[config.mk]
export PLATFORM = sky130hd
export DESIGN_NAME = uart_xcvr_flat
export DESIGN_NICKNAME = d
export VERILOG_FILES = /design/src/rtl/uart_xcvr_if.sv /design/src/rtl/uart_xcvr.sv /design/src/flat_wrapper.sv
export SDC_FILE = /design/constraint.sdc
export NUM_CORES = 1
export LEC_CHECK = 0
export CAP_MARGIN = 20
export CORE_MARGIN = 5
export CORE_UTILIZATION = 62
export CTS_CLUSTER_SIZE = 24
export DETAILED_ROUTE_END_ITERATION = 16
export PLACE_DENSITY = 0.91
export SYNTH_ARGS = -nofsm -noshare
export SYNTH_HDL_FRONTEND = slang
export SYNTH_SLANG_ARGS = --single-unit
[constraint.sdc]
create_clock -name clk -period 8.2 [get_ports clk]
set_input_delay 1.23 -clock clk [delete_from_list [all_inputs] [get_ports clk]]
set_output_delay 1.23 -clock clk [all_outputs]
set_load 0.005 [all_outputs]
[src/rtl/uart_xcvr_if.sv]
// -----------------------------------------------------------------------------
// uart_xcvr_if
// Bundles the UART transceiver's data-path and control signals so the core and
// its environment connect through one port.
//   slave  : the transceiver side (uart_xcvr)
//   master : the user side (pattern source / display logic / testbench)
// Signals:
//   ubrr        baud divisor, tick every ubrr+1 clocks
//   tx_data     word to send;          tx_valid / tx_ready handshake
//   txd         serial out (idle high); rxd serial in (asynchronous)
//   rx_data     RX FIFO head (fall-through); rx_valid / rx_ready pop handshake
//   rx_level    RX FIFO occupancy
//   rx_overrun  sticky overrun flag;   rx_ovr_clr clears it
//   frame_err   one-cycle pulse on bad stop bit
// Optional (UART_PARITY_EN defined): parity_odd (1 = odd, 0 = even) and
//   parity_err (one-cycle pulse on parity mismatch).
// -----------------------------------------------------------------------------
interface uart_xcvr_if #(
   parameter int DATA_W    = 8,
   parameter int UBRR_W    = 12,
   parameter int RXF_DEPTH = 4
);
   localparam int LVL_W = $clog2(RXF_DEPTH) + 1;

   logic [UBRR_W-1:0] ubrr;
   logic [DATA_W-1:0] tx_data;
   logic              tx_valid;
   logic              tx_ready;
   logic              txd;
   logic              rxd;
   logic [DATA_W-1:0] rx_data;
   logic              rx_valid;
   logic              rx_ready;
   logic [LVL_W-1:0]  rx_level;
   logic              rx_overrun;
   logic              rx_ovr_clr;
   logic              frame_err;
`ifdef UART_PARITY_EN
   logic              parity_odd;
   logic              parity_err;
`endif

   modport slave (
`ifdef UART_PARITY_EN
      input  parity_odd,
      output parity_err,
`endif
      input  ubrr, tx_data, tx_valid, rxd, rx_ready, rx_ovr_clr,
      output tx_ready, txd, rx_data, rx_valid, rx_level, rx_overrun, frame_err
   );

   modport master (
`ifdef UART_PARITY_EN
      output parity_odd,
      input  parity_err,
`endif
      output ubrr, tx_data, tx_valid, rxd, rx_ready, rx_ovr_clr,
      input  tx_ready, txd, rx_data, rx_valid, rx_level, rx_overrun, frame_err
   );
endinterface

[src/rtl/uart_xcvr.sv]
// -----------------------------------------------------------------------------
// uart_xcvr
// Full-duplex UART: shared runtime baud generator (16 ticks per bit), a
// valid/ready transmitter and a receiver feeding a first-word-fall-through
// FIFO with sticky overrun and frame-error reporting.
// Ports:
//   clk  system clock
//   rst  asynchronous, active-low reset
//   bus  uart_xcvr_if.slave (see interface header for the signal list)
// Parameters: DATA_W (5..9), UBRR_W, STOP_BITS (1 or 2, TX only),
//   RXF_DEPTH (power of two >= 2).
// Build option: define UART_PARITY_EN to add a parity bit after the data
//   bits (TX inserts it, RX checks it and drops mismatching words).
// -----------------------------------------------------------------------------
module uart_xcvr #(
   parameter int DATA_W    = 8,
   parameter int UBRR_W    = 12,
   parameter int STOP_BITS = 1,
   parameter int RXF_DEPTH = 4
) (
   input logic        clk,
   input logic        rst,
   uart_xcvr_if.slave bus
);
   localparam int         PTR_W     = $clog2(RXF_DEPTH);
   localparam int         LVL_W     = PTR_W + 1;
   localparam logic [3:0] LAST_TICK = 4'd15;
   localparam logic [3:0] MID_TICK  = 4'd7;
   localparam logic [3:0] LAST_DATA = 4'(DATA_W - 1);
   localparam logic [3:0] LAST_STOP = 4'(STOP_BITS - 1);

   // ---------------------------------------------------------------- baud gen
   logic [UBRR_W-1:0] baud_cnt_q;
   logic              tick;

   assign tick = (baud_cnt_q == '0);

   // NOTE: sequential state uses non-blocking assignments so every flop sees
   // the pre-edge values, independent of statement order.
   always_ff @(posedge clk or negedge rst) begin
      if (!rst)      baud_cnt_q <= '0;
      else if (tick) baud_cnt_q <= bus.ubrr;   // new divisor lands only on reload
      else           baud_cnt_q <= baud_cnt_q - 1'b1;
   end

   // ---------------------------------------------------------------- TX
   typedef enum logic [2:0] {TX_IDLE, TX_START, TX_DATA, TX_PARITY, TX_STOP} tx_state_e;

   tx_state_e         tx_state_q, tx_state_d;
   logic [DATA_W-1:0] tx_shift_q, tx_shift_d;
   logic [3:0]        tx_tick_q, tx_tick_d;
   logic [3:0]        tx_bit_q, tx_bit_d;
   logic              tx_sync_q, tx_sync_d;   // first tick after accept seen
   logic              txd_q, txd_d;
`ifdef UART_PARITY_EN
   logic              tx_par_q, tx_par_d;
`endif

   always_ff @(posedge clk or negedge rst) begin
      if (!rst) begin
         tx_state_q <= TX_IDLE;
         tx_shift_q <= '0;
         tx_tick_q  <= '0;
         tx_bit_q   <= '0;
         tx_sync_q  <= 1'b0;
         txd_q      <= 1'b1;
`ifdef UART_PARITY_EN
         tx_par_q   <= 1'b0;
`endif
      end else begin
         tx_state_q <= tx_state_d;
         tx_shift_q <= tx_shift_d;
         tx_tick_q  <= tx_tick_d;
         tx_bit_q   <= tx_bit_d;
         tx_sync_q  <= tx_sync_d;
         txd_q      <= txd_d;
`ifdef UART_PARITY_EN
         tx_par_q   <= tx_par_d;
`endif
      end
   end

   always_comb begin
      // NOTE: every combinational output takes its default first, so no path
      // leaves it unassigned and no latch is inferred.
      tx_state_d = tx_state_q;
      tx_shift_d = tx_shift_q;
      tx_tick_d  = tx_tick_q;
      tx_bit_d   = tx_bit_q;
      tx_sync_d  = tx_sync_q;
`ifdef UART_PARITY_EN
      tx_par_d   = tx_par_q;
`endif
      case (tx_state_q)
         TX_IDLE: if (bus.tx_valid) begin
            tx_shift_d = bus.tx_data;
            tx_tick_d  = '0;
            tx_bit_d   = '0;
            // A tick in the accept cycle already counts as the bit's time
            // origin; otherwise the next tick does. Start bit is thus
            // 16 tick periods plus 0..ubrr clocks.
            tx_sync_d  = tick;
            tx_state_d = TX_START;
`ifdef UART_PARITY_EN
            tx_par_d   = (^bus.tx_data) ^ bus.parity_odd;
`endif
         end
         TX_START: if (tick) begin
            if (!tx_sync_q) begin
               tx_sync_d = 1'b1;
            end else if (tx_tick_q == LAST_TICK) begin
               tx_tick_d  = '0;
               tx_state_d = TX_DATA;
            end else begin
               tx_tick_d = tx_tick_q + 1'b1;
            end
         end
         TX_DATA: if (tick) begin
            if (tx_tick_q == LAST_TICK) begin
               tx_tick_d  = '0;
               tx_shift_d = tx_shift_q >> 1;
               if (tx_bit_q == LAST_DATA) begin
                  tx_bit_d = '0;
`ifdef UART_PARITY_EN
                  tx_state_d = TX_PARITY;
`else
                  tx_state_d = TX_STOP;
`endif
               end else begin
                  tx_bit_d = tx_bit_q + 1'b1;
               end
            end else begin
               tx_tick_d = tx_tick_q + 1'b1;
            end
         end
         TX_PARITY: if (tick) begin
            if (tx_tick_q == LAST_TICK) begin
               tx_tick_d  = '0;
               tx_state_d = TX_STOP;
            end else begin
               tx_tick_d = tx_tick_q + 1'b1;
            end
         end
         TX_STOP: if (tick) begin
            if (tx_tick_q == LAST_TICK) begin
               tx_tick_d = '0;
               if (tx_bit_q == LAST_STOP) tx_state_d = TX_IDLE;
               else                       tx_bit_d   = tx_bit_q + 1'b1;
            end else begin
               tx_tick_d = tx_tick_q + 1'b1;
            end
         end
         default: tx_state_d = TX_IDLE;
      endcase

      // txd is registered from the next state, so it changes on the same
      // edge as the FSM and carries no combinational glitches.
      txd_d = 1'b1;
      case (tx_state_d)
         TX_START: txd_d = 1'b0;
         TX_DATA:  txd_d = tx_shift_d[0];
`ifdef UART_PARITY_EN
         TX_PARITY: txd_d = tx_par_d;
`endif
         default:  txd_d = 1'b1;
      endcase
   end

   assign bus.tx_ready = (tx_state_q == TX_IDLE);
   assign bus.txd      = txd_q;

   // ---------------------------------------------------------------- RX
   typedef enum logic [2:0] {RX_IDLE, RX_START, RX_DATA, RX_PARITY, RX_STOP, RX_WAIT_HI} rx_state_e;

   logic [1:0]        rxd_sync_q;
   logic              rxd_prev_q;
   logic              rxd_s;
   logic              rxd_fall;
   rx_state_e         rx_state_q, rx_state_d;
   logic [DATA_W-1:0] rx_shift_q, rx_shift_d;
   logic [3:0]        rx_tick_q, rx_tick_d;
   logic [3:0]        rx_bit_q, rx_bit_d;
   logic              rx_push;
   logic              frame_err_q, frame_err_d;
`ifdef UART_PARITY_EN
   logic              rx_par_bad_q, rx_par_bad_d;
   logic              parity_err_q, parity_err_d;
`endif

   assign rxd_s    = rxd_sync_q[1];
   assign rxd_fall = rxd_prev_q & ~rxd_s;

   always_ff @(posedge clk or negedge rst) begin
      if (!rst) begin
         rxd_sync_q  <= 2'b11;   // line idles high; no false start out of reset
         rxd_prev_q  <= 1'b1;
         rx_state_q  <= RX_IDLE;
         rx_shift_q  <= '0;
         rx_tick_q   <= '0;
         rx_bit_q    <= '0;
         frame_err_q <= 1'b0;
`ifdef UART_PARITY_EN
         rx_par_bad_q <= 1'b0;
         parity_err_q <= 1'b0;
`endif
      end else begin
         rxd_sync_q  <= {rxd_sync_q[0], bus.rxd};
         rxd_prev_q  <= rxd_s;
         rx_state_q  <= rx_state_d;
         rx_shift_q  <= rx_shift_d;
         rx_tick_q   <= rx_tick_d;
         rx_bit_q    <= rx_bit_d;
         frame_err_q <= frame_err_d;
`ifdef UART_PARITY_EN
         rx_par_bad_q <= rx_par_bad_d;
         parity_err_q <= parity_err_d;
`endif
      end
   end

   always_comb begin
      rx_state_d  = rx_state_q;
      rx_shift_d  = rx_shift_q;
      rx_tick_d   = rx_tick_q;
      rx_bit_d    = rx_bit_q;
      rx_push     = 1'b0;
      frame_err_d = 1'b0;
`ifdef UART_PARITY_EN
      rx_par_bad_d = rx_par_bad_q;
      parity_err_d = 1'b0;
`endif
      case (rx_state_q)
         RX_IDLE: if (rxd_fall) begin
            rx_tick_d  = '0;
            rx_state_d = RX_START;
         end
         // Confirm the start bit at its middle; every later sample is then
         // exactly 16 ticks on, i.e. mid-bit.
         RX_START: if (tick) begin
            if (rx_tick_q == MID_TICK) begin
               rx_tick_d  = '0;
               rx_bit_d   = '0;
               rx_state_d = rxd_s ? RX_IDLE : RX_DATA;
            end else begin
               rx_tick_d = rx_tick_q + 1'b1;
            end
         end
         RX_DATA: if (tick) begin
            if (rx_tick_q == LAST_TICK) begin
               rx_tick_d  = '0;
               rx_shift_d = {rxd_s, rx_shift_q[DATA_W-1:1]};
               if (rx_bit_q == LAST_DATA) begin
`ifdef UART_PARITY_EN
                  rx_state_d = RX_PARITY;
`else
                  rx_state_d = RX_STOP;
`endif
               end else begin
                  rx_bit_d = rx_bit_q + 1'b1;
               end
            end else begin
               rx_tick_d = rx_tick_q + 1'b1;
            end
         end
         RX_PARITY: if (tick) begin
            if (rx_tick_q == LAST_TICK) begin
               rx_tick_d  = '0;
`ifdef UART_PARITY_EN
               rx_par_bad_d = rxd_s ^ (^rx_shift_q) ^ bus.parity_odd;
`endif
               rx_state_d = RX_STOP;
            end else begin
               rx_tick_d = rx_tick_q + 1'b1;
            end
         end
         // Returning to IDLE at mid-stop leaves half a bit to catch the
         // next start edge of a back-to-back frame.
         RX_STOP: if (tick) begin
            if (rx_tick_q == LAST_TICK) begin
               rx_tick_d = '0;
               if (rxd_s) begin
`ifdef UART_PARITY_EN
                  parity_err_d = rx_par_bad_q;
                  rx_push      = !rx_par_bad_q;
`else
                  rx_push      = 1'b1;
`endif
                  rx_state_d = RX_IDLE;
               end else begin
                  frame_err_d = 1'b1;
`ifdef UART_PARITY_EN
                  parity_err_d = rx_par_bad_q;
`endif
                  rx_state_d = RX_WAIT_HI;
               end
            end else begin
               rx_tick_d = rx_tick_q + 1'b1;
            end
         end
         // A low stop bit may be a break; wait for the line to recover.
         RX_WAIT_HI: if (rxd_s) rx_state_d = RX_IDLE;
         default:    rx_state_d = RX_IDLE;
      endcase
   end

   assign bus.frame_err = frame_err_q;
`ifdef UART_PARITY_EN
   assign bus.parity_err = parity_err_q;
`endif

   // ---------------------------------------------------------------- RX FIFO
   logic [DATA_W-1:0] fifo_mem [RXF_DEPTH];
   logic [PTR_W-1:0]  wr_ptr_q, rd_ptr_q;
   logic [LVL_W-1:0]  level_q;
   logic              fifo_full;
   logic              pop;
   logic              push_ok;
   logic              ovr_set;
   logic              overrun_q;

   assign fifo_full = (level_q == LVL_W'(RXF_DEPTH));
   assign pop       = (level_q != '0) && bus.rx_ready;
   assign push_ok   = rx_push && (!fifo_full || pop);
   assign ovr_set   = rx_push && fifo_full && !pop;

   // NOTE: the storage array is not reset; only the pointers and level
   // define which entries are meaningful.
   always_ff @(posedge clk) begin
      if (push_ok) fifo_mem[wr_ptr_q] <= rx_shift_q;
   end

   always_ff @(posedge clk or negedge rst) begin
      if (!rst) begin
         wr_ptr_q  <= '0;
         rd_ptr_q  <= '0;
         level_q   <= '0;
         overrun_q <= 1'b0;
      end else begin
         if (push_ok) wr_ptr_q <= wr_ptr_q + 1'b1;   // wraps mod RXF_DEPTH
         if (pop)     rd_ptr_q <= rd_ptr_q + 1'b1;
         case ({push_ok, pop})
            2'b10:   level_q <= level_q + 1'b1;
            2'b01:   level_q <= level_q - 1'b1;
            default: level_q <= level_q;
         endcase
         // A fresh overrun wins over a simultaneous clear.
         if (ovr_set)             overrun_q <= 1'b1;
         else if (bus.rx_ovr_clr) overrun_q <= 1'b0;
      end
   end

   assign bus.rx_data    = fifo_mem[rd_ptr_q];
   assign bus.rx_valid   = (level_q != '0);
   assign bus.rx_level   = level_q;
   assign bus.rx_overrun = overrun_q;
endmodule

[src/flat_wrapper.sv]
// flat-port wrapper written by rule: the top's interface ports become plain ports
module uart_xcvr_flat 
#(
   parameter int DATA_W    = 8,
   parameter int UBRR_W    = 12,
   parameter int STOP_BITS = 1,
   parameter int RXF_DEPTH = 4
)
  (clk, rst, bus_ubrr, bus_tx_data, bus_tx_valid, bus_rxd, bus_rx_ready, bus_rx_ovr_clr, bus_tx_ready, bus_txd, bus_rx_data, bus_rx_valid, bus_rx_level, bus_rx_overrun, bus_frame_err);
  uart_xcvr_if #(.DATA_W(DATA_W), .UBRR_W(UBRR_W), .RXF_DEPTH(RXF_DEPTH)) bus_i ();
  input logic clk;
  input logic rst;
  input wire logic [$bits(bus_i.ubrr)-1:0] bus_ubrr;
  input wire logic [$bits(bus_i.tx_data)-1:0] bus_tx_data;
  input wire logic [$bits(bus_i.tx_valid)-1:0] bus_tx_valid;
  input wire logic [$bits(bus_i.rxd)-1:0] bus_rxd;
  input wire logic [$bits(bus_i.rx_ready)-1:0] bus_rx_ready;
  input wire logic [$bits(bus_i.rx_ovr_clr)-1:0] bus_rx_ovr_clr;
  output wire logic [$bits(bus_i.tx_ready)-1:0] bus_tx_ready;
  output wire logic [$bits(bus_i.txd)-1:0] bus_txd;
  output wire logic [$bits(bus_i.rx_data)-1:0] bus_rx_data;
  output wire logic [$bits(bus_i.rx_valid)-1:0] bus_rx_valid;
  output wire logic [$bits(bus_i.rx_level)-1:0] bus_rx_level;
  output wire logic [$bits(bus_i.rx_overrun)-1:0] bus_rx_overrun;
  output wire logic [$bits(bus_i.frame_err)-1:0] bus_frame_err;
  assign bus_i.ubrr = bus_ubrr;
  assign bus_i.tx_data = bus_tx_data;
  assign bus_i.tx_valid = bus_tx_valid;
  assign bus_i.rxd = bus_rxd;
  assign bus_i.rx_ready = bus_rx_ready;
  assign bus_i.rx_ovr_clr = bus_rx_ovr_clr;
  assign bus_tx_ready = bus_i.tx_ready;
  assign bus_txd = bus_i.txd;
  assign bus_rx_data = bus_i.rx_data;
  assign bus_rx_valid = bus_i.rx_valid;
  assign bus_rx_level = bus_i.rx_level;
  assign bus_rx_overrun = bus_i.rx_overrun;
  assign bus_frame_err = bus_i.frame_err;
  uart_xcvr #(.DATA_W(DATA_W), .UBRR_W(UBRR_W), .STOP_BITS(STOP_BITS), .RXF_DEPTH(RXF_DEPTH)) u_core (.clk(clk), .rst(rst), .bus(bus_i));
endmodule
---- Word level (Yosys, flattened, before mapping) ----
Memories as Yosys holds them, arrays and structs flattened.
Cells that the tools add are included.
storage, ports and cells
  flip-flop bits (word level) ............. 64
  memory bits (writable) .................. 32
  input port bits ......................... 26
  output and inout bits ................... 16
  logic and storage cells ................. 176
  memories ................................ 1
memories
  name             words  bits a word  rd ports  clocked after memory_dff  write ports  RTL line          source
  u_core.fifo_mem  4      8            1         0                         1            uart_xcvr.sv:312  logic [DATA_W-1:0] fifo_mem [RXF_DEPTH];
operators by class
  add/sub/neg operators ................... 9
  eq/ne operators ......................... 41
  muxes and demuxes ....................... 74
  bitwise operators ....................... 2
  reductions and logical operators ........ 30
operators by type and width
  kind                                                number
  two-way mux 4 bit                                   21
  two-way mux 3 bit                                   24
  != test 2 x 1 -> 1 bit, second input constant       19
  one-hot mux 4 bit (3 select lines)                  3
  two-way mux 8 bit                                   3
  one-hot mux 3 bit (6 select lines)                  1
  adder 4 x 1 -> 4 bit, second input constant         4
  one-hot mux 8 bit (2 select lines)                  1
  == test 3 x 2 -> 1 bit, second input constant       5
  one-hot mux 3 bit (5 select lines)                  1
  two-way mux 1 bit                                   14
  == test 3 bit, second input constant                4
  == test 4 x 3 -> 1 bit, second input constant       3
  zero test 12 bit                                    1
  two-way mux 12 bit                                  1
  nonzero test 3 bit                                  4
  subtractor 12 x 1 -> 12 bit, second input constant  1
  AND reduction 11 bit                                1
  nonzero test 2 bit                                  5
  == test 3 x 1 -> 1 bit, second input constant       3
  == test 4 bit, second input constant                2
  one-hot mux 4 bit (2 select lines)                  1
  AND reduction 4 bit                                 2
  AND reduction 7 bit                                 1
  20 further kinds                                    31

---- Longest topological paths before layout ----
Gate-level depths: netlist (run 1).
  depth after elaboration ................. 7
  depth in mapped cells ................... 14
  gate-level depth less buffers ........... 13

---- Worst setup path before layout (run 1) ----
OpenSTA, ideal clock, no wires.
  path type ............................... in2reg
  start point ............................. input port bus_rx_ready
  end point ............................... register u_core.level_q[2], in the netlist u_core.bus.rx_level[2]
  setup time .............................. 0.079 ns
  data arrival time ....................... 2.874 ns
  required time ........................... 8.121 ns
  setup slack ............................. 5.247 ns
  stages .................................. 10
  buffers on the path ..................... 1
  path through ............................ nor4b_1 -> and3b_1 -> clkbuf_1 -> inv_1 -> ha_1 -> inv_1 -> fa_1 -> xor2_1 -> nor2_1 -> xor2_1
between the ends
  cells in the longest elaborated chain, start to end .. 5
  elaborated cells on any way between the ends .. 7
  those cells by class .................... eq/ne (2); mux (1); reduce/logical (4)
ends and longest elaborated chain
  item                                                                             RTL line            source
  from (decl)                                                                      flat_wrapper.sv:17  input wire logic [$bits(bus_i.rx_ready)-1:0] bus_rx_ready;
  logical AND 1 bit *                                                              uart_xcvr.sv:322    assign pop = (level_q != '0) && bus.rx_ready;
  logical OR 1 bit                                                                 uart_xcvr.sv:323    assign push_ok = rx_push && (!fifo_full || pop);
  logical AND 1 bit                                                                uart_xcvr.sv:323
  == test 2 x 1 -> 1 bit / == test 2 bit (equally long branches)                   uart_xcvr.sv:341    case ({push_ok, pop})
  one-hot mux 3 bit (2 select lines) / nonzero test 2 bit (equally long branches)  --
  to (signal assigned)                                                             uart_xcvr.sv:342    2'b10: level_q <= level_q + 1'b1;
  to (signal assigned)                                                             uart_xcvr.sv:343    2'b01: level_q <= level_q - 1'b1;
  to (signal assigned)                                                             uart_xcvr.sv:344    default: level_q <= level_q;
  to (decl)                                                                        uart_xcvr.sv:314    logic [LVL_W-1:0] level_q;
Every way passes the cells marked *; elsewhere a longest branch is shown, timed or not.
A chain may end at the register's enable or synchronous reset.

---- Worst setup path after layout (run 1) ----
  start point ............................. register u_core.rd_ptr_q[0]
  end point ............................... output port bus_rx_data[0]
between the ends
  cells in the longest elaborated chain, start to end .. 1
ends and longest elaborated chain
  item                     RTL line            source
  from (decl)              uart_xcvr.sv:313    logic [PTR_W-1:0] wr_ptr_q, rd_ptr_q;
  from (signal assigned)   uart_xcvr.sv:340    if (pop) rd_ptr_q <= rd_ptr_q + 1'b1;
  memory read (4 x 8 bit)  --
  to (decl)                flat_wrapper.sv:21  output wire logic [$bits(bus_i.rx_data)-1:0] bus_rx_data;
No other way between the ends.

==> results of run 1 <==
sequential cells by signal (all words and copies together), names as in the netlist, 4 cells and up:
| register | cells |
|---|---|
| u_core.fifo_mem | 32 |
| u_core.rx_bit_q | 4 |
| u_core.tx_shift_q | 8 |
| u_core.rx_shift_q | 8 |
| u_core.rx_tick_q | 4 |
| u_core.tx_tick_q | 4 |
| u_core.baud_cnt_q | 12 |
| u_core.tx_bit_q | 4 |
placed cells by master (no fill, tap or decap), types with 4 or more instances in the layout:
master	count
dfrtp_1	60
clkdlybuf4s50_1	40
edfxtp_1	32
nor2_1	31
nand2_1	30
o21ai_0	26
a21oi_1	24
inv_1	19
nand3_1	15
xnor2_1	12
ha_1	12
nor3_1	9
clkbuf_8	9
mux2_2	8
mux4_2	8
nor4_1	6
and2_1	6
a22oi_1	6
nand2b_1	4
or3_1	4
nor2b_1	4
o31ai_1	4
nand4_1	4
xor2_1	4
dfstp_2	4
worst register-to-register path, cell delays in order (launching register included):
cell	delay [ps]
dfrtp_1	420
inv_1	100
ha_1	180
nor4b_2	410
nand3_1	240
nor3_1	420
and3b_1	360
inv_1	70
ha_1	230
inv_1	80
fa_1	400
o21ai_0	240
final cells by class:
cell class / instances / area [µm²]
Inverter: 19 / 71.3
Timing Repair Buffer: 42 / 413
Clock buffer: 9 / 124
Multi-Input combinational cell: 277 / 1950
Tap cell: 99 / 124
Clock inverter: 7 / 81.3
Sequential cell: 96 / 2570
Fill cell: 538 / 1960
routing by layer:
layer,wire (µm),up-vias,share of wire (%)
li1,-,1567,-
met1,3870,1626,41
met2,5090,88,54
met3,313,16,3.3
met4,167,0,1.8
met5,0,-,0
final timing paths:
kind | startpoint | to | slack, ps | depth (start not counted)
setup / recovery | u_core.rd_ptr_q[0]$_DFFE_PN0P_ | bus_rx_data[0] | 4800 | 2
hold / removal | u_core.rxd_sync_q[0]$_DFF_PN1_ | u_core.rxd_sync_q[1]$_DFF_PN1_ | 360 | 0
setup reg to reg | u_core.baud_cnt_q[0]$_DFF_PN0_ | u_core.bus.rx_level[1]$_DFFE_PN0P_ | 4940 | 11
hold reg to reg | u_core.rxd_sync_q[0]$_DFF_PN1_ | u_core.rxd_sync_q[1]$_DFF_PN1_ | 360 | 0
max in group asynchronous | rst | u_core.rx_state_q[0]$_DFFE_PN0P_ | 6660 | 2
min in group asynchronous | rst | u_core.baud_cnt_q[7]$_DFF_PN0_ | 1010 | 2
where the power goes:
part           internal (W)  total, W  switching (W)
clock              0.000122  0.000313       0.000191
sequential         0.000535  0.000586      0.0000509
combinational     0.0000661  0.000135      0.0000692
through the flow:
stage | instances | setup slack, ps | instance area [µm²] | util, % | hold WS [ps]
final | 549 | 4800 | 5330 | 73.1 | 363
after global placement | 533 | 4770 | 5130 | 70.3 | 346
after CTS | 549 | 4750 | 5330 | 73.1 | 363
after floorplan | 408 | 5250 | 4650 | - | 345
after global routing | 549 | 4660 | 5330 | 73.1 | 365
after detailed placement | 533 | 4570 | 5130 | 70.3 | 348
kinds of logic after synthesis:
logic type      count (synthesis)
simple gates                  138
xor+xnor                       16
compound gates                 89
fa+ha+maj                      13
flops                          96
buf+inv                        35
mux                            21
==> impl_metrics.yaml, run 1 <==
run_status:
  status: "finished, final reports clean"
yosys:
  yosys_warnings: 0
  synth_mux_area_share_pct: 6.97
  yosys.area_share.adder_pct: 3.66
  synthesis.area_mm2: 0.00465
  synth_compound_area_share_pct: 12.2
  synthDominantCellAreaShare_pct: 32.3
  synth-simple-area-share_pct: 16.1
  syn_area_per_cell_um2: 11.4
  synth_top_family_by_area: "simple AND/OR/NAND/NOR gates"
  synth-edff-count: 32
  synth_seq_cells: 96
  yosysMostFrequentCell: "dfrtp_1"
  yosys-top-cells-area: "dfrtp_1 32%, edfxtp_1 21%, mux4_2 3.9%"
  ys_top_cells_by_count: "60 x dfrtp_1, 32 x edfxtp_1, 31 x nor2_1"
  synth_seq_area_share_pct: 55.2
  ys_types: 62
  async_flop_share_pct: 66.7
  synth_top_area_cell: "dfrtp_1"
  synth-xor-area-share_pct: 3.01
  synthCells: 408
  synth_ff_type: "dfrtp_1"
  mappedNetlistNets: 447
critical_path:
  path_class: "register to output pin"
  path_max_fanout: 10
  cp_cell_sequence: "mux4_2 > clkdlybuf4s50_1"
  slowest_delay_ps: 730
  crit_path_start_kind: "register"
  crit_family: "flip-flops"
  crit_arrival_ps: 2170
  cp.required_ps: 6970
  end_kind: "output pin"
  cp_slowest_cell: "dfrtp_1"
  worst-path-buf-inv: 1
sta:
  tns_ps: 0
  max_freq_ghz: 0.294
  finalMaxSlewViolations: 0
  skew_ps: 18.5
  setup-violations-final: 0
  hold_viol_final: 0
  fin_crit_sh_pct: 41.5
  rsz0062_at_grt: "false"
  worstMarginPinSlew_ps: 932
  maxSlewHeadroom_pct: 37.3
  post-route-min-period_ps: 3400
grt:
  grt_pass1_vias: 3362
  gr-usage-all-layers_pct: 21.1
  grt-ovfl-total: 0
  gr-usage-met1_pct: 25.7
  busiest_layer: "met2"
  grt_max_degree: 65
  grt_pass1_wl_mm: 16.2
  met2_usage_pct: 37.1
  antenna_found_initial: 0
  grtUsageMet3_pct: 3.53
pwr:
  powerDensity_mw_per_mm2: 194
  ir_drop_uv: 136
  report.power.total_w: 0.00103
  power.leakage_nw: 2.20
route:
  first_pass_iters: 4
  wl_per_cell_um: 17.2
  wirelength_mm: 9.44
  drt-vias-per-instance: 6.01
  postRouteAntennaNets: 0
  num_vias: 3297
  first_iter_violations: 242
  drc_errors: 0
layout:
  syn_to_final_growth_pct: 14.6
  diodes: 0
  drive_above_1_share_pct: 11.3
  nNetsFinal: 484
floorplanning:
  start_util_pct: 63.8
  fp.dieH_um: 96.6
  io_pins: 42
  core_mm2: 0.00729
  rows: 31
  die_area_mm2: 0.00934
  die_width_um: 96.6
place:
  io_buffers: 41
  globalplace.congestion: 0.876
  hpwl_mm: 6.70
clock_network:
  clkSinkCount: 96
  cts_resized: 0
  path_clk_slew_ps: 100
  holdBufCountCts: 0
  cts_tree: "done"
  root_buffer: "clkbuf_8"
  cts_buffers: 9
  htreeDepth: 3
  cts_setup_buffers: 0
  insertion_delay_ps: 380
  clockBufferDepth: 2
job:
  cap_violations: 0
min_path:
  min-delay-path-class: "register to register"
(Power assumes the default switching activity.)
==> run 2, diff against run 1 <==
Settings changed: CORE_UTILIZATION 62 to 57, PLACE_DENSITY 0.91 to 0.85.
Clock period 8.2 ns to 3.54 ns, I/O delays scaled along.
==> run 2 against run 1 <==
Against the previous run: clock power rose by 130%; final area rose by 0.66%; utilization fell by 6.8 points; register-to-register slack got worse by 4400 ps; wire length fell by 6.3%; non-clock buffer count rose by 4; global-route usage fell by 2.2 points; critical path type is now register to register; largest cell class unchanged.
==> impl_metrics.yaml, run 2 (same netlist as run 1, synthesis figures left out) <==
layout:
  fill_cells: 619
  top_regs: "u_core.fifo_mem (32), u_core.baud_cnt_q (12)"
  syn_to_final_growth_pct: 15.4
  area.sequential_mm2: 0.00257
  final_cell_mix: "60 x dfrtp_1, 40 x clkdlybuf4s50_1, 32 x edfxtp_1"
  nNetsFinal: 488
  multi_input_area_mm2: 0.00195
  final_area_mm2: 0.00537
  top_register: "u_core.fifo_mem"
  drive_above_1_share_pct: 11.9
  diodes: 0
  largest_reg_flops: 32
  final_common_cell: "dfrtp_1"
run_status:
  status: "finished, final reports clean"
sta:
  setup-violations-final: 0
  max_freq_ghz: 0.331
  tns_ps: 0
  maxSlewHeadroom_pct: 43.8
  hold_viol_final: 0
  fin_crit_sh_pct: 85.3
  finalMaxSlewViolations: 0
  rsz0062_at_grt: "false"
  setup_slack_ps: 519
  worstMarginPinSlew_ps: 843
  skew_ps: 11.6
  post-route-min-period_ps: 3020
clock_network:
  cts_buffers: 9
  insertion_delay_ps: 360
  path_clk_slew_ps: 100
  htreeDepth: 3
  cts_tree: "done"
  holdBufCountCts: 0
  cts_resized: 0
  clockBufferDepth: 2
  root_buffer: "clkbuf_8"
  clkSinkCount: 96
  cts_setup_buffers: 0
critical_path:
  r2r-start: "u_core.baud_cnt_q[0]$_DFF_PN0_"
  rr_worst_depth: 11
  reg2reg_to: "u_core.bus.rx_level[1]$_DFFE_PN0P_"
  path_class: "register to register"
  slowest_delay_ps: 410
  crit_top_cell: "inv_1"
  cp_slowest_cell: "dfrtp_1"
  crit_arrival_ps: 3300
  rrSetupSlack_ps: 520
  end_kind: "register"
  cp.required_ps: 3820
  crit_path_start_kind: "register"
  path_max_fanout: 7
  cp_cell_sequence: "inv_1 > ha_1 > nor4b_2 > nand3_1 > nor3_1 > and3b_1 > inv_1 > ha_1 > inv_1 > fa_1 > o21ai_0"
min_path:
  min-delay-path-class: "input port to async pin"
grt:
  grt_pass1_wl_mm: 15.2
  grt-ovfl-total: 0
  grt_max_degree: 38
  grt_pass1_vias: 3262
  antenna_found_initial: 0
  gr-usage-all-layers_pct: 18.9
place:
  io_buffers: 41
  globalplace.congestion: 0.818
  hpwl_mm: 6.42
  pre_cts_slack_ps: 609
  place_area_mm2: 0.00516
floorplanning:
  start_util_pct: 57.5
  core_mm2: 0.00809
  rows: 33
  die_area_mm2: 0.0101
  io_pins: 42
  fp.dieH_um: 100
  die_width_um: 100
route:
  drc_errors: 0
  num_vias: 3292
  first_iter_violations: 197
  wl_per_cell_um: 15.8
  wirelength_mm: 8.85
  drt-vias-per-instance: 5.89
  postRouteAntennaNets: 0
  first_pass_iters: 5
pwr:
  pwr-share-seq_pct: 56.1
  power.leakage_nw: 2.22
  p_comb_share_pct: 13.3
  p_sw_share_pct: 27.9
  p_int_w: 0.00173
  powerDensity_mw_per_mm2: 447
  p_switching_w: 0.000669
  power_frac_clock_pct: 30.5
  ir_drop_uv: 328
job:
  cap_violations: 0
[run 2: worst max path at each step]
| stage | from | slack, ps | endpoint |
|---|---|---|---|
| after floorplan | u_core.baud_cnt_q[0]$_DFF_PN0_ | 910 | u_core.bus.rx_level[1]$_DFFE_PN0P_ |
| after global placement | bus_rx_ready | 720 | u_core.bus.rx_level[2]$_DFFE_PN0P_ |
| after detailed placement | u_core.baud_cnt_q[0]$_DFF_PN0_ | 610 | u_core.bus.rx_level[1]$_DFFE_PN0P_ |
| after CTS | u_core.baud_cnt_q[0]$_DFF_PN0_ | 540 | u_core.bus.rx_level[1]$_DFFE_PN0P_ |
| after global routing | u_core.baud_cnt_q[0]$_DFF_PN0_ | 300 | u_core.bus.rx_level[2]$_DFFE_PN0P_ |
| final | u_core.baud_cnt_q[0]$_DFF_PN0_ | 520 | u_core.bus.rx_level[1]$_DFFE_PN0P_ |
[run 2: worst max-delay path: cells and delay by family (launching register included)]
family	cells	cell delay (ps)
AND/OR/NAND/NOR	4	1290
flip-flops	1	410
adder cells (fa/ha/maj)	3	800
buffers and inverters	3	260
AO/OA/AOI/OAI	1	200
[run 2: power by group through the flow]
| stage | Sequential [W] | Combinational [W] | Clock, W |
|---|---|---|---|
| after floorplan | 0.00134 | 0.000229 | 0 |
| after global placement | 0.00136 | 0.000308 | 0 |
| after detailed placement | 0.00137 | 0.000320 | 0 |
| final | 0.00135 | 0.000320 | 0.000733 |
| after global routing | 0.00136 | 0.000359 | 0.000794 |
| after CTS | 0.00135 | 0.000323 | 0.000743 |
[run 2: per-stage QoR]
step	instances	util, %	total power (W)	hold slack, ps
after floorplan	408	-	0.00157	235
after global placement	543	63.8	0.00167	346
after detailed placement	543	63.8	0.00169	349
after CTS	559	66.3	0.00241	284
after global routing	559	66.3	0.00252	305
final	559	66.3	0.00240	258
[run 2: routing by layer]
layer	up-vias	wire [µm]	GRT usage, %
li1	1576	-	-
met1	1623	3750	24.7
met2	84	4560	30.9
met3	9	422	4.52
met4	0	115	6.63
met5	-	0	0
[run 2: final cells by class]
class / instances / share of cell area [%]
flip-flops and latches: 96 / 47.8
multi-input cells: 277 / 36.3
repair buffers: 46 / 8.25
well taps: 105 / 2.45
clock buffers: 9 / 2.31
clock inverters: 7 / 1.47
inverters: 19 / 1.33
==> run 3, diff against run 2 <==
Settings changed: CELL_PAD_IN_SITES_DETAIL_PLACEMENT set to 0, CELL_PAD_IN_SITES_GLOBAL_PLACEMENT set to 1, CORE_UTILIZATION 57 to 46.
==> run 3 against run 2 <==
Against the previous run: utilization is 11 points lower; setup slack better by 69 ps; sequential power hardly changed; first-iteration DRC count is 11% lower; maximum frequency is 2.3% higher; wire length is 3.1% lower; total power is 1.0% lower; largest cell class unchanged.
==> impl_metrics.yaml, run 3 (same netlist as run 1, synthesis figures left out) <==
grt:
  antenna_found_initial: 0
  grt_pass1_vias: 3146
  grt_pass1_wl_mm: 15.2
  gr-usage-all-layers_pct: 15.0
  grt_max_degree: 44
  grt-ovfl-total: 0
critical_path:
  path_max_fanout: 7
  rrSetupSlack_ps: 590
  crit_arrival_ps: 3210
  r2r-start: "u_core.baud_cnt_q[0]$_DFF_PN0_"
  crit_path_start_kind: "register"
  crit_start: "u_core.baud_cnt_q[0]$_DFF_PN0_"
  cp.required_ps: 3800
  path_class: "register to register"
  end_kind: "register"
sta:
  max_freq_ghz: 0.339
  maxSlewHeadroom_pct: 51.7
  setup_slack_ps: 588
  finalMaxSlewViolations: 0
  rsz0062_at_grt: "false"
  skew_ps: 14.1
  setup-violations-final: 0
  worstMarginPinSlew_ps: 719
  post-route-min-period_ps: 2950
  hold_viol_final: 0
  fin_crit_sh_pct: 83.4
  tns_ps: 0
route:
  num_vias: 3151
  wirelength_mm: 8.58
  first_pass_iters: 4
  drt-vias-per-instance: 5.36
  wl_per_cell_um: 14.6
  first_iter_violations: 175
  postRouteAntennaNets: 0
  drc_errors: 0
job:
  cap_violations: 0
layout:
  final_common_cell: "dfrtp_1"
  drive_above_1_share_pct: 12.3
  final_area_mm2: 0.00543
  final_cell_mix: "60 x dfrtp_1, 40 x clkdlybuf4s50_1, 32 x edfxtp_1"
  syn_to_final_growth_pct: 16.6
  diodes: 0
  top_register: "u_core.fifo_mem"
  fin_util_pct: 55.3
  top_regs: "u_core.fifo_mem (32), u_core.baud_cnt_q (12)"
  nNetsFinal: 489
  largest_reg_flops: 32
clock_network:
  root_buffer: "clkbuf_8"
  cts_tree: "done"
  path_clk_slew_ps: 100
  insertion_delay_ps: 380
  holdBufCountCts: 0
  clkSinkCount: 96
  cts_setup_buffers: 0
  clockBufferDepth: 2
  cts_resized: 0
  cts_buffers: 9
  htreeDepth: 3
floorplanning:
  core_mm2: 0.00982
  fp.dieH_um: 111
  io_pins: 42
  start_util_pct: 47.4
  die_area_mm2: 0.0122
  die_width_um: 111
  rows: 36
run_status:
  status: "finished, final reports clean"
place:
  pre_cts_slack_ps: 624
  io_buffers: 41
  place_area_mm2: 0.00520
  hpwl_mm: 6.25
  globalplace.congestion: 0.805
min_path:
  min-delay-path-class: "input port to async pin"
pwr:
  power_frac_clock_pct: 29.9
  p_comb_share_pct: 13.4
  power.leakage_nw: 2.22
  p_sw_share_pct: 29.4
  p_switching_w: 0.000699
  p_int_w: 0.00168
  powerDensity_mw_per_mm2: 438
  pwr-share-seq_pct: 56.7
  ir_drop_uv: 296
[run 3: worst paths after layout]
path | end | cells after the start
max | u_core.bus.rx_level[2]$_DFFE_PN0P_ | 13
max in group asynchronous | u_core.rx_shift_q[7]$_DFFE_PN0P_ | 3
min reg2reg | u_core.rxd_sync_q[1]$_DFF_PN1_ | 0
max reg2reg | u_core.bus.rx_level[2]$_DFFE_PN0P_ | 13
min in group clk | u_core.rxd_sync_q[1]$_DFF_PN1_ | 0
min | u_core.baud_cnt_q[5]$_DFF_PN0_ | 1
[run 3: area by class of cell]
| type | instances | area [µm²] |
|---|---|---|
| fillers | 890 | 4390 |
| well taps | 133 | 166 |
| multi-input cells | 277 | 1950 |
| inverters | 19 | 71.3 |
| clock buffers | 9 | 124 |
| flip-flops and latches | 96 | 2570 |
| clock inverters | 7 | 76.3 |
| repair buffers | 47 | 470 |
[run 3: worst max-delay path, stage by stage (launching register included)]
cell and delay [ps]:
dfrtp_1 420, inv_1 90, ha_1 150, nor4b_2 400, nand3_1 210, nor3_1 350
and3b_1 330, inv_1 70, ha_1 220, inv_1 70, fa_1 170, xor2_1 150
nor2_1 70, xor2_1 140
[run 3: through the flow]
step           hold WS, ps  power [W]  std cells
2_1_floorplan          235    0.00157        408
3_3_place_gp           347    0.00167        571
3_5_place_dp           347    0.00169        571
4_1_cts                332    0.00240        587
5_1_grt                130    0.00252        588
6_report               123    0.00238        588
[run 3: routing by layer]
metal	share of wire [%]	vias to the layer above	wire [µm]	global-route usage (%)
met4	1.4	0	123	4.76
met1	46	1506	3900	19.4
met5	0	-	0	0
met3	4.1	10	355	4.38
li1	-	1572	-	-
met2	49	63	4190	24.4
[run 3: power by group through the flow]
stage | Sequential, W | Clock, W | Combinational (W)
after floorplan | 0.00134 | 0 | 0.000229
after global placement | 0.00136 | 0 | 0.000312
after detailed placement | 0.00137 | 0 | 0.000316
after CTS | 0.00135 | 0.000734 | 0.000319
after global routing | 0.00137 | 0.000791 | 0.000367
final | 0.00135 | 0.000710 | 0.000318
